<file path="config.mk">
export PLATFORM = sky130hd
export DESIGN_NAME = sprite_motion_engine_flat
export DESIGN_NICKNAME = d
export VERILOG_FILES = /design/src/rtl/sprite_motion_engine_pkg.sv /design/src/rtl/sprite_motion_engine_if.sv /design/src/rtl/sprite_motion_engine_wrap_step.sv /design/src/rtl/sprite_motion_engine.sv /design/src/flat_wrapper.sv
export SDC_FILE = /design/constraint.sdc
export NUM_CORES = 1
export LEC_CHECK = 0
export ABC_AREA = 1
export ABC_CLOCK_PERIOD_IN_PS = 5050
export CAP_MARGIN = 30
export CORE_MARGIN = 1.5
export CORE_UTILIZATION = 46
export CTS_BUF_LIST = sky130_fd_sc_hd__clkbuf_8
export DETAILED_ROUTE_END_ITERATION = 7
export GPL_TIMING_DRIVEN = 0
export PLACE_DENSITY_LB_ADDON = 0.12
export SYNTH_ARGS = -nofsm -noshare
export SYNTH_HDL_FRONTEND = slang
export SYNTH_SLANG_ARGS = --single-unit
</file>
<file path="constraint.sdc">
create_clock -name slower_clk -period 5.05 [get_ports slower_clk]
set_clock_uncertainty 0.2 [all_clocks]
set_input_delay 1.515 -clock slower_clk [delete_from_list [all_inputs] [get_ports slower_clk]]
set_output_delay 1.515 -clock slower_clk [all_outputs]
set_load 0.01 [all_outputs]
</file>
<file path="src/rtl/sprite_motion_engine_pkg.sv">
// -----------------------------------------------------------------------------
// sprite_motion_engine_pkg
// Shared definitions for the sprite motion engine:
//   - one-hot direction encodings (RIGHT/UP/DOWN/LEFT, NONE = stopped)
//   - FSM state encodings (IDLE, REQ, APPLY, DONE)
//   - default step size and wrap bounds of the playfield
//   - is_onehot4(): qualifies a direction request
// -----------------------------------------------------------------------------
package sprite_motion_engine_pkg;

  localparam logic [3:0] DIR_NONE  = 4'b0000;
  localparam logic [3:0] DIR_RIGHT = 4'b0001;
  localparam logic [3:0] DIR_UP    = 4'b0010;
  localparam logic [3:0] DIR_DOWN  = 4'b0100;
  localparam logic [3:0] DIR_LEFT  = 4'b1000;

  typedef logic [1:0] state_t;
  localparam state_t ST_IDLE  = 2'd0;
  localparam state_t ST_REQ   = 2'd1;
  localparam state_t ST_APPLY = 2'd2;
  localparam state_t ST_DONE  = 2'd3;

  localparam int STEP_DEF  = 16;
  localparam int X_MIN_DEF = 343;
  localparam int X_MAX_DEF = 1607;
  localparam int Y_MIN_DEF = 34;
  localparam int Y_MAX_DEF = 818;

  // A request is accepted only when exactly one direction bit is set.
  function automatic logic is_onehot4(input logic [3:0] d);
    is_onehot4 = (d == DIR_RIGHT) || (d == DIR_UP) ||
                 (d == DIR_DOWN)  || (d == DIR_LEFT);
  endfunction

endpackage

</file>
<file path="src/rtl/sprite_motion_engine_if.sv">
// -----------------------------------------------------------------------------
// sprite_motion_engine_if
// Valid-move query channel between the motion engine and the maze lookup.
//   vm_req   : query pending (engine -> lookup)
//   vm_x/y   : tile-centre position being queried
//   vm_ack   : query answered (lookup -> engine)
//   vm_moves : legal-direction mask, valid only while vm_ack = 1
// Modports: master = engine side, slave = lookup side.
// -----------------------------------------------------------------------------
interface sprite_motion_engine_if #(
  parameter int X_W = 11,
  parameter int Y_W = 10
);
  logic           vm_req;
  logic [X_W-1:0] vm_x;
  logic [Y_W-1:0] vm_y;
  logic           vm_ack;
  logic [3:0]     vm_moves;

  modport master (output vm_req, vm_x, vm_y, input vm_ack, vm_moves);
  modport slave  (input vm_req, vm_x, vm_y, output vm_ack, vm_moves);
endinterface

</file>
<file path="src/rtl/sprite_motion_engine_wrap_step.sv">
// -----------------------------------------------------------------------------
// sprite_motion_engine_wrap_step
// Combinational one-tile step with toroidal wrap at the playfield bounds.
//   x, y           : current position
//   dir            : one-hot direction, DIR_NONE leaves the position unchanged
//   next_x, next_y : position after the step
// -----------------------------------------------------------------------------
module sprite_motion_engine_wrap_step
  import sprite_motion_engine_pkg::*;
#(
  parameter int X_W   = 11,
  parameter int Y_W   = 10,
  parameter int STEP  = STEP_DEF,
  parameter int X_MIN = X_MIN_DEF,
  parameter int X_MAX = X_MAX_DEF,
  parameter int Y_MIN = Y_MIN_DEF,
  parameter int Y_MAX = Y_MAX_DEF
) (
  input  logic [X_W-1:0] x,
  input  logic [Y_W-1:0] y,
  input  logic [3:0]     dir,
  output logic [X_W-1:0] next_x,
  output logic [Y_W-1:0] next_y
);

  // One extra bit of headroom so x+STEP cannot overflow. The lower-bound
  // tests compare against MIN+STEP so that x-STEP never has to go negative.
  localparam logic [X_W:0]   STEP_X = (X_W+1)'(STEP);
  localparam logic [Y_W:0]   STEP_Y = (Y_W+1)'(STEP);
  localparam logic [X_W:0]   X_HI   = (X_W+1)'(X_MAX);
  localparam logic [X_W:0]   X_LO   = (X_W+1)'(X_MIN + STEP);
  localparam logic [Y_W:0]   Y_HI   = (Y_W+1)'(Y_MAX);
  localparam logic [Y_W:0]   Y_LO   = (Y_W+1)'(Y_MIN + STEP);
  localparam logic [X_W-1:0] X_MIN_C = X_W'(X_MIN);
  localparam logic [X_W-1:0] X_MAX_C = X_W'(X_MAX);
  localparam logic [Y_W-1:0] Y_MIN_C = Y_W'(Y_MIN);
  localparam logic [Y_W-1:0] Y_MAX_C = Y_W'(Y_MAX);

  logic [X_W:0] x_ext_s, x_inc_s, x_dec_s;
  logic [Y_W:0] y_ext_s, y_inc_s, y_dec_s;

  assign x_ext_s = {1'b0, x};
  assign y_ext_s = {1'b0, y};
  assign x_inc_s = x_ext_s + STEP_X;
  assign x_dec_s = x_ext_s - STEP_X;
  assign y_inc_s = y_ext_s + STEP_Y;
  assign y_dec_s = y_ext_s - STEP_Y;

  // Select the stepped coordinate, wrapping to the opposite bound on exit.
  always_comb begin
    next_x = x;
    next_y = y;
    case (dir)
      DIR_RIGHT: if (x_inc_s > X_HI) next_x = X_MIN_C; else next_x = x_inc_s[X_W-1:0];
      DIR_LEFT:  if (x_ext_s < X_LO) next_x = X_MAX_C; else next_x = x_dec_s[X_W-1:0];
      DIR_DOWN:  if (y_inc_s > Y_HI) next_y = Y_MIN_C; else next_y = y_inc_s[Y_W-1:0];
      DIR_UP:    if (y_ext_s < Y_LO) next_y = Y_MAX_C; else next_y = y_dec_s[Y_W-1:0];
      default: begin
        next_x = x;
        next_y = y;
      end
    endcase
  end

endmodule

</file>
<file path="src/rtl/sprite_motion_engine.sv">
// -----------------------------------------------------------------------------
// sprite_motion_engine
// On each tick, walks all sprite channels in order: queries the legal moves at
// the channel's tile, then turns / continues / stops it and steps one tile.
//   slower_clk, rst : clock, synchronous active-high reset
//   tick            : starts one pass (dropped, and overrun set, while busy)
//   dir_req         : per-channel one-hot direction request (4 bits each)
//   vm              : valid-move query channel (master side)
//   pos_x, pos_y    : per-channel positions
//   cur_dir         : per-channel direction of travel, 0000 = stopped
//   busy, done      : pass in progress / one-cycle end-of-pass pulse
//   overrun         : sticky, a tick arrived while busy
//   collision       : only with SPRITE_COLLISION_EN defined; pulses with done
//                     when channel 0 shares its tile with any other channel
// -----------------------------------------------------------------------------
module sprite_motion_engine
  import sprite_motion_engine_pkg::*;
#(
  parameter int NUM_SPRITES = 5,
  parameter int X_W         = 11,
  parameter int Y_W         = 10,
  parameter int STEP        = STEP_DEF,
  parameter int X_MIN       = X_MIN_DEF,
  parameter int X_MAX       = X_MAX_DEF,
  parameter int Y_MIN       = Y_MIN_DEF,
  parameter int Y_MAX       = Y_MAX_DEF,
  parameter logic [NUM_SPRITES*X_W-1:0] RESET_X =
    {11'd615, 11'd503, 11'd615, 11'd663, 11'd967},
  parameter logic [NUM_SPRITES*Y_W-1:0] RESET_Y =
    {10'd370, 10'd66, 10'd258, 10'd434, 10'd66}
) (
  input  logic                       slower_clk,
  input  logic                       rst,
  input  logic                       tick,
  input  logic [NUM_SPRITES*4-1:0]   dir_req,
  sprite_motion_engine_if.master     vm,
  output logic [NUM_SPRITES*X_W-1:0] pos_x,
  output logic [NUM_SPRITES*Y_W-1:0] pos_y,
  output logic [NUM_SPRITES*4-1:0]   cur_dir,
  output logic                       busy,
  output logic                       done,
  output logic                       overrun
`ifdef SPRITE_COLLISION_EN
  ,
  output logic                       collision
`endif
);

  localparam int IDX_W = (NUM_SPRITES > 1) ? $clog2(NUM_SPRITES) : 1;
  localparam logic [IDX_W-1:0] LAST_IDX = IDX_W'(NUM_SPRITES - 1);

  state_t           state_r, state_n;
  logic [IDX_W-1:0] idx_r, idx_n;
  logic [3:0]       moves_r, moves_n;
  logic [X_W-1:0]   pos_x_r [NUM_SPRITES];
  logic [Y_W-1:0]   pos_y_r [NUM_SPRITES];
  logic [3:0]       dir_r   [NUM_SPRITES];
  logic [3:0]       pend_r  [NUM_SPRITES];
  logic [X_W-1:0]   pos_x_n [NUM_SPRITES];
  logic [Y_W-1:0]   pos_y_n [NUM_SPRITES];
  logic [3:0]       dir_n   [NUM_SPRITES];
  logic [3:0]       pend_n  [NUM_SPRITES];
  logic             vm_req_r, busy_r, done_r, overrun_r;
  logic [X_W-1:0]   vm_x_r;
  logic [Y_W-1:0]   vm_y_r;
  logic [3:0]       step_dir_s;
  logic             take_pend_s;
  logic [X_W-1:0]   step_x_s;
  logic [Y_W-1:0]   step_y_s;

  // Pass sequencer: one REQ/APPLY pair per channel, then a single DONE cycle.
  always_comb begin
    state_n = state_r;
    idx_n   = idx_r;
    moves_n = moves_r;
    case (state_r)
      ST_IDLE: begin
        if (tick) begin
          state_n = ST_REQ;
          idx_n   = '0;
        end else begin
          state_n = ST_IDLE;
        end
      end
      ST_REQ: begin
        if (vm.vm_ack) begin
          state_n = ST_APPLY;
          moves_n = vm.vm_moves;
        end else begin
          state_n = ST_REQ;
        end
      end
      ST_APPLY: begin
        if (idx_r == LAST_IDX) begin
          state_n = ST_DONE;
        end else begin
          state_n = ST_REQ;
          idx_n   = idx_r + IDX_W'(1);
        end
      end
      ST_DONE: state_n = ST_IDLE;
      default: state_n = ST_IDLE;
    endcase
  end

  // Turn decision for the active channel: a legal pending turn wins, else keep
  // going if legal, else stop. Stopping yields DIR_NONE, which also means no step.
  always_comb begin
    if ((pend_r[idx_r] & moves_r) != 4'b0000) begin
      step_dir_s  = pend_r[idx_r];
      take_pend_s = 1'b1;
    end else if ((dir_r[idx_r] & moves_r) != 4'b0000) begin
      step_dir_s  = dir_r[idx_r];
      take_pend_s = 1'b0;
    end else begin
      step_dir_s  = DIR_NONE;
      take_pend_s = 1'b0;
    end
  end

  sprite_motion_engine_wrap_step #(
    .X_W(X_W), .Y_W(Y_W), .STEP(STEP),
    .X_MIN(X_MIN), .X_MAX(X_MAX), .Y_MIN(Y_MIN), .Y_MAX(Y_MAX)
  ) u_wrap_step (
    .x      (pos_x_r[idx_r]),
    .y      (pos_y_r[idx_r]),
    .dir    (step_dir_s),
    .next_x (step_x_s),
    .next_y (step_y_s)
  );

  // Per-channel next state: APPLY updates the active channel; a fresh one-hot
  // request lands in pending afterwards so it is never lost to the clear.
  always_comb begin
    for (int i = 0; i < NUM_SPRITES; i++) begin
      pos_x_n[i] = pos_x_r[i];
      pos_y_n[i] = pos_y_r[i];
      dir_n[i]   = dir_r[i];
      pend_n[i]  = pend_r[i];
      if ((state_r == ST_APPLY) && (idx_r == IDX_W'(i))) begin
        pos_x_n[i] = step_x_s;
        pos_y_n[i] = step_y_s;
        dir_n[i]   = step_dir_s;
        if (take_pend_s) pend_n[i] = DIR_NONE; else pend_n[i] = pend_r[i];
      end else begin
        dir_n[i] = dir_r[i];
      end
      if (is_onehot4(dir_req[i*4 +: 4])) pend_n[i] = dir_req[i*4 +: 4];
      else pend_n[i] = pend_n[i];
    end
  end

`ifdef SPRITE_COLLISION_EN
  logic hit_s, collision_r;

  // Channel 0 against every other channel, on the positions the pass ends with.
  always_comb begin
    hit_s = 1'b0;
    for (int i = 1; i < NUM_SPRITES; i++) begin
      if ((pos_x_n[0] == pos_x_n[i]) && (pos_y_n[0] == pos_y_n[i])) hit_s = 1'b1;
      else hit_s = hit_s;
    end
  end
`endif

  // State and output registers; outputs are decoded from the next state so they
  // line up with the state they describe.
  always_ff @(posedge slower_clk) begin
    if (rst) begin
      state_r   <= ST_IDLE;
      idx_r     <= '0;
      moves_r   <= 4'b0000;
      vm_req_r  <= 1'b0;
      vm_x_r    <= RESET_X[X_W-1:0];
      vm_y_r    <= RESET_Y[Y_W-1:0];
      busy_r    <= 1'b0;
      done_r    <= 1'b0;
      overrun_r <= 1'b0;
      for (int i = 0; i < NUM_SPRITES; i++) begin
        pos_x_r[i] <= RESET_X[i*X_W +: X_W];
        pos_y_r[i] <= RESET_Y[i*Y_W +: Y_W];
        dir_r[i]   <= DIR_NONE;
        pend_r[i]  <= DIR_NONE;
      end
`ifdef SPRITE_COLLISION_EN
      collision_r <= 1'b0;
`endif
    end else begin
      state_r   <= state_n;
      idx_r     <= idx_n;
      moves_r   <= moves_n;
      vm_req_r  <= (state_n == ST_REQ);
      vm_x_r    <= pos_x_n[idx_n];
      vm_y_r    <= pos_y_n[idx_n];
      busy_r    <= (state_n != ST_IDLE);
      done_r    <= (state_n == ST_DONE);
      overrun_r <= overrun_r | (tick && (state_r != ST_IDLE));
      for (int i = 0; i < NUM_SPRITES; i++) begin
        pos_x_r[i] <= pos_x_n[i];
        pos_y_r[i] <= pos_y_n[i];
        dir_r[i]   <= dir_n[i];
        pend_r[i]  <= pend_n[i];
      end
`ifdef SPRITE_COLLISION_EN
      collision_r <= (state_n == ST_DONE) && hit_s;
`endif
    end
  end

  for (genvar g = 0; g < NUM_SPRITES; g++) begin : g_pack
    assign pos_x[g*X_W +: X_W] = pos_x_r[g];
    assign pos_y[g*Y_W +: Y_W] = pos_y_r[g];
    assign cur_dir[g*4 +: 4]   = dir_r[g];
  end

  assign vm.vm_req = vm_req_r;
  assign vm.vm_x   = vm_x_r;
  assign vm.vm_y   = vm_y_r;
  assign busy      = busy_r;
  assign done      = done_r;
  assign overrun   = overrun_r;
`ifdef SPRITE_COLLISION_EN
  assign collision = collision_r;
`endif

endmodule

</file>
<file path="src/flat_wrapper.sv">
// flat-port wrapper written by rule: the top's interface ports become plain ports
module sprite_motion_engine_flat import sprite_motion_engine_pkg::*;
#(
  parameter int NUM_SPRITES = 5,
  parameter int X_W         = 11,
  parameter int Y_W         = 10,
  parameter int STEP        = STEP_DEF,
  parameter int X_MIN       = X_MIN_DEF,
  parameter int X_MAX       = X_MAX_DEF,
  parameter int Y_MIN       = Y_MIN_DEF,
  parameter int Y_MAX       = Y_MAX_DEF,
  parameter logic [NUM_SPRITES*X_W-1:0] RESET_X =
    {11'd615, 11'd503, 11'd615, 11'd663, 11'd967},
  parameter logic [NUM_SPRITES*Y_W-1:0] RESET_Y =
    {10'd370, 10'd66, 10'd258, 10'd434, 10'd66}
)
  (slower_clk, rst, tick, dir_req, pos_x, pos_y, cur_dir, busy, done, overrun, vm_vm_req, vm_vm_x, vm_vm_y, vm_vm_ack, vm_vm_moves);
  sprite_motion_engine_if #(.X_W(X_W), .Y_W(Y_W)) vm_i ();
  input  logic slower_clk;
  input  logic rst;
  input  logic tick;
  input  logic [NUM_SPRITES*4-1:0] dir_req;
  output logic [NUM_SPRITES*X_W-1:0] pos_x;
  output logic [NUM_SPRITES*Y_W-1:0] pos_y;
  output logic [NUM_SPRITES*4-1:0] cur_dir;
  output logic busy;
  output logic done;
  output logic overrun;
  output wire logic [$bits(vm_i.vm_req)-1:0] vm_vm_req;
  output wire logic [$bits(vm_i.vm_x)-1:0] vm_vm_x;
  output wire logic [$bits(vm_i.vm_y)-1:0] vm_vm_y;
  input wire logic [$bits(vm_i.vm_ack)-1:0] vm_vm_ack;
  input wire logic [$bits(vm_i.vm_moves)-1:0] vm_vm_moves;
  assign vm_vm_req = vm_i.vm_req;
  assign vm_vm_x = vm_i.vm_x;
  assign vm_vm_y = vm_i.vm_y;
  assign vm_i.vm_ack = vm_vm_ack;
  assign vm_i.vm_moves = vm_vm_moves;
  sprite_motion_engine #(.NUM_SPRITES(NUM_SPRITES), .X_W(X_W), .Y_W(Y_W), .STEP(STEP), .X_MIN(X_MIN), .X_MAX(X_MAX), .Y_MIN(Y_MIN), .Y_MAX(Y_MAX), .RESET_X(RESET_X), .RESET_Y(RESET_Y)) u_core (.slower_clk(slower_clk), .rst(rst), .tick(tick), .dir_req(dir_req), .vm(vm_i), .pos_x(pos_x), .pos_y(pos_y), .cur_dir(cur_dir), .busy(busy), .done(done), .overrun(overrun));
endmodule
</file>
==> results.py <==
metrics = {
    "global_route": {
        "grt_pass1_vias": 11600,
        "antenna_found_initial": 0,
        "grt_use_total_pct": 39.8,
        "overflow": 0,
        "grt_pass1_wl_mm": 71.4,
        "grt_max_degree": 20,
    },
    "sta": {
        "rsz0062_at_grt": "false",
        "finalCriticalPeriod_ns": 4.49,
        "hold_violations": 0,
        "fin_ws_ns": 0.558,
        "drv_slew": 0,
        "finalSetupTns_ns": 0,
        "slew_headroom_pct": 23.4,
        "worst_pin_slew_ns": 1.14,
        "setup_viol": 0,
        "fmax_ghz": 0.223,
        "whs_ns": 0.321,
        "fin_crit_sh_pct": 88.9,
    },
    "pwr": {
        "p_sw_share_pct": 33.6,
        "pwr-share-seq_pct": 49.4,
        "p_switching_mw": 1.01,
        "p_per_area_nw_per_um2": 219,
        "finalPower_mw": 3.00,
        "p_comb_share_pct": 15.8,
        "vdd_drop_max_uv": 185,
        "p_int_mw": 1.99,
        "pwr-share-clk_pct": 34.8,
        "power_leakage_nw": 6.70,
    },
    "layout": {
        "regArea_um2": 3780,
        "n_antenna_cell": 0,
        "instances_no_fill": 2298,
        "nets": 2005,
        "drive_gt1_share_pct": 8.24,
        "syn_to_final_growth_pct": 23.1,
        "fin_util_pct": 58.0,
        "multi_input_area_um2": 6050,
        "stdcell_area_um2": 13700,
        "nFillCells": 2375,
    },
    "synthesis": {
        "ys_top_cells_by_count": "nand2_1 (606), nand3_1 (228), inv_1 (223), dfxtp_1 (159), nor2_1 (110)",
        "syn-cell-area_um2": 11100,
        "async_reset_ff_share_pct": 0,
        "yosysTopAreaCellShare_pct": 28.6,
        "ys_ff_latch": 179,
        "yosysMostFrequentCell": "nand2_1",
        "syn_avg_cell_area_um2": 6.29,
        "synthDistinctLibCells": 47,
        "synth.area.top_cells": "dfxtp_1 (29%), nand2_1 (20%), nand3_1 (10%), inv_1 (7.5%), edfxtp_1 (5.4%)",
        "yosys.area.top_type": "dfxtp_1",
        "ys_seq_area_share_pct": 34.0,
        "yosysWarningCount": 0,
        "synth-edff-count": 20,
        "ys.flop_type": "dfxtp_1",
        "syn_nets": 1809,
        "syn_inst": 1770,
    },
    "critical_path": {
        "critPathSlowestCell": "clkbuf_1",
        "crit_chain": "inv_2 -> buf_6 -> buf_6 -> buf_2 -> ha_1 -> nand2_1 -> a221o_1 -> nand2_1 -> inv_1 -> nor2_1 -> clkbuf_1 -> nand3_1 -> nand2_1 -> inv_2 -> nand2_1 -> nand2_1 -> nand2_1",
        "critPathLaunchType": "flop",
        "crit_path_end_kind": "flop",
        "crit_top_cell": "nand2_1",
        "cp_max_fo": 11,
        "critPathRequiredTime_ns": 5.29,
        "path_class": "flop to flop",
        "slowest_delay_ns": 0.60,
        "cp_top_family": "buffers and inverters",
        "worst-path-buf-inv": 7,
        "reg2reg_from": "u_core.idx_r[0]$_SDFF_PP0_",
        "startpoint": "u_core.idx_r[0]$_SDFF_PP0_",
        "worstPathArrival_ns": 4.74,
    },
    "route": {
        "drt_iter0_drc": 1879,
        "drt_pass1_iterations": 6,
        "num_vias": 13000,
        "post_drt_wl_per_cell_um": 21.6,
        "route.met3.wl_mm": 6.21,
        "via_per_inst": 5.66,
        "highest_layer": "met4",
        "drc_errors": 0,
        "routed_wl_mm": 49.6,
        "met1_length_mm": 20.4,
        "final_antenna_net_count": 0,
        "wl_met2_mm": 20.1,
    },
    "floorplan": {
        "rows": 56,
        "boundaryPins": 178,
        "die_w_um": 159,
        "die_area_um2": 25100,
        "start_util_pct": 47.1,
        "die_y_um": 159,
        "core_um2": 23600,
    },
    "clocking": {
        "clk_latency_ns": 0.51,
        "cts_root_buf": "clkbuf_8",
        "cts_sinks": 179,
        "cts_buffers": 17,
        "post_cts_buffers": 0,
        "cts_tree": "yes",
        "h-tree-depth": 4,
        "clock_path_buffers": 2,
        "post_cts_resized": 0,
        "ctsHoldBuffers": 0,
        "path_clk_slew_ns": 0.11,
    },
    "place": {
        "dp_cells": 2266,
        "dpl-instance-area_um2": 13300,
        "post-dp-hpwl_mm": 35.8,
        "detailedPlace.worstSlack_ns": 0.297,
        "gp_congestion": 1.03,
        "place.port_buffers": 177,
    },
    "hold_path": {
        "hp-class": "flop to flop",
        "hp-start": "u_core.pos_y_r[3][0]$_SDFF_PP0_",
    },
    "run": {
        "maxCapViolations": 0,
    },
    "run_status": {
        "outcome": "finished, final reports clean",
    },
}
area by class of cell:
cell class	count	area share [%]
Tap cell	319	2.91
Inverter	242	6.65
Buffer	81	2.81
Clock inverter	15	1.21
Timing Repair Buffer	177	12.9
Clock buffer	17	1.71
Sequential cell	179	27.6
Multi-Input combinational cell	1268	44.2
kinds of logic after synthesis:
family                   count (synthesis)  share of synthesized area [%]
XOR/XNOR                                 6                          0.472
adder cells (fa/ha/maj)                 11                           1.24
AND/OR/NAND/NOR                       1101                           45.1
buffers and inverters                  323                           11.6
flip-flops                             179                           34.0
AO/OA/AOI/OAI                          150                           7.50
cell usage in the layout, fill, tap and decap left out, drive strengths merged, types with 2 or more instances in the layout:
cell type,count
nand3b,2
o21ai,79
nor2,124
or2,32
inv,248
clkinv,9
o211ai,5
xor2,4
and2,5
a21boi,2
o21bai,4
edfxtp,20
clkdlybuf4s50,177
dfxtp,159
nand3,241
a21oi,55
buf,38
xnor2,2
ha,11
nor3,5
clkbuf,60
nand2,633
nand4,58
metal layers:
layer  vias to the layer above  track usage [%]
met4                         0             20.2
li1                       6012                -
met2                       921             57.6
met3                       195             8.82
met5                         -                0
met1                      5887             55.1
worst min-delay path: stages, from the launching register on:
cell and delay, ns:
dfxtp_1 0.34, nand2_1 0.08, a21oi_1 0.06
path summary, 6_finish.rpt:
| kind | end | slack, ns | cells after the start |
|---|---|---|---|
| max | u_core.vm.vm_x[5]$_SDFF_PP0_ | 0.56 | 17 |
| min | u_core.pos_y_r[3][0]$_SDFF_PP0_ | 0.32 | 2 |
| max reg2reg | u_core.vm.vm_x[5]$_SDFF_PP0_ | 0.56 | 17 |
| min reg2reg | u_core.pos_y_r[3][0]$_SDFF_PP0_ | 0.32 | 2 |
power by group through the flow:
stage          Sequential [mW]  Combinational (mW)  Clock [mW]
6_report                  1.48               0.476        1.04
5_1_grt                   1.49               0.509        1.09
4_1_cts                   1.48               0.459        1.04
3_5_place_dp              1.52               0.457           0
3_3_place_gp              1.51               0.454           0
2_1_floorplan             1.52               0.273           0
sequential cells by signal (all words and copies together) (netlist names):
signal            flops
u_core.state_r        2
u_core.busy           1
u_core.dir_r         20
u_core.moves_r        4
u_core.pend_r        20
u_core.vm.vm_y       10
u_core.overrun        1
u_core.vm.vm_x       11
u_core.pos_y_r       50
u_core.vm.vm_req      1
u_core.pos_x_r       55
u_core.idx_r          3
u_core.done           1
No activity file was read; power rests on OpenSTA's default activity.
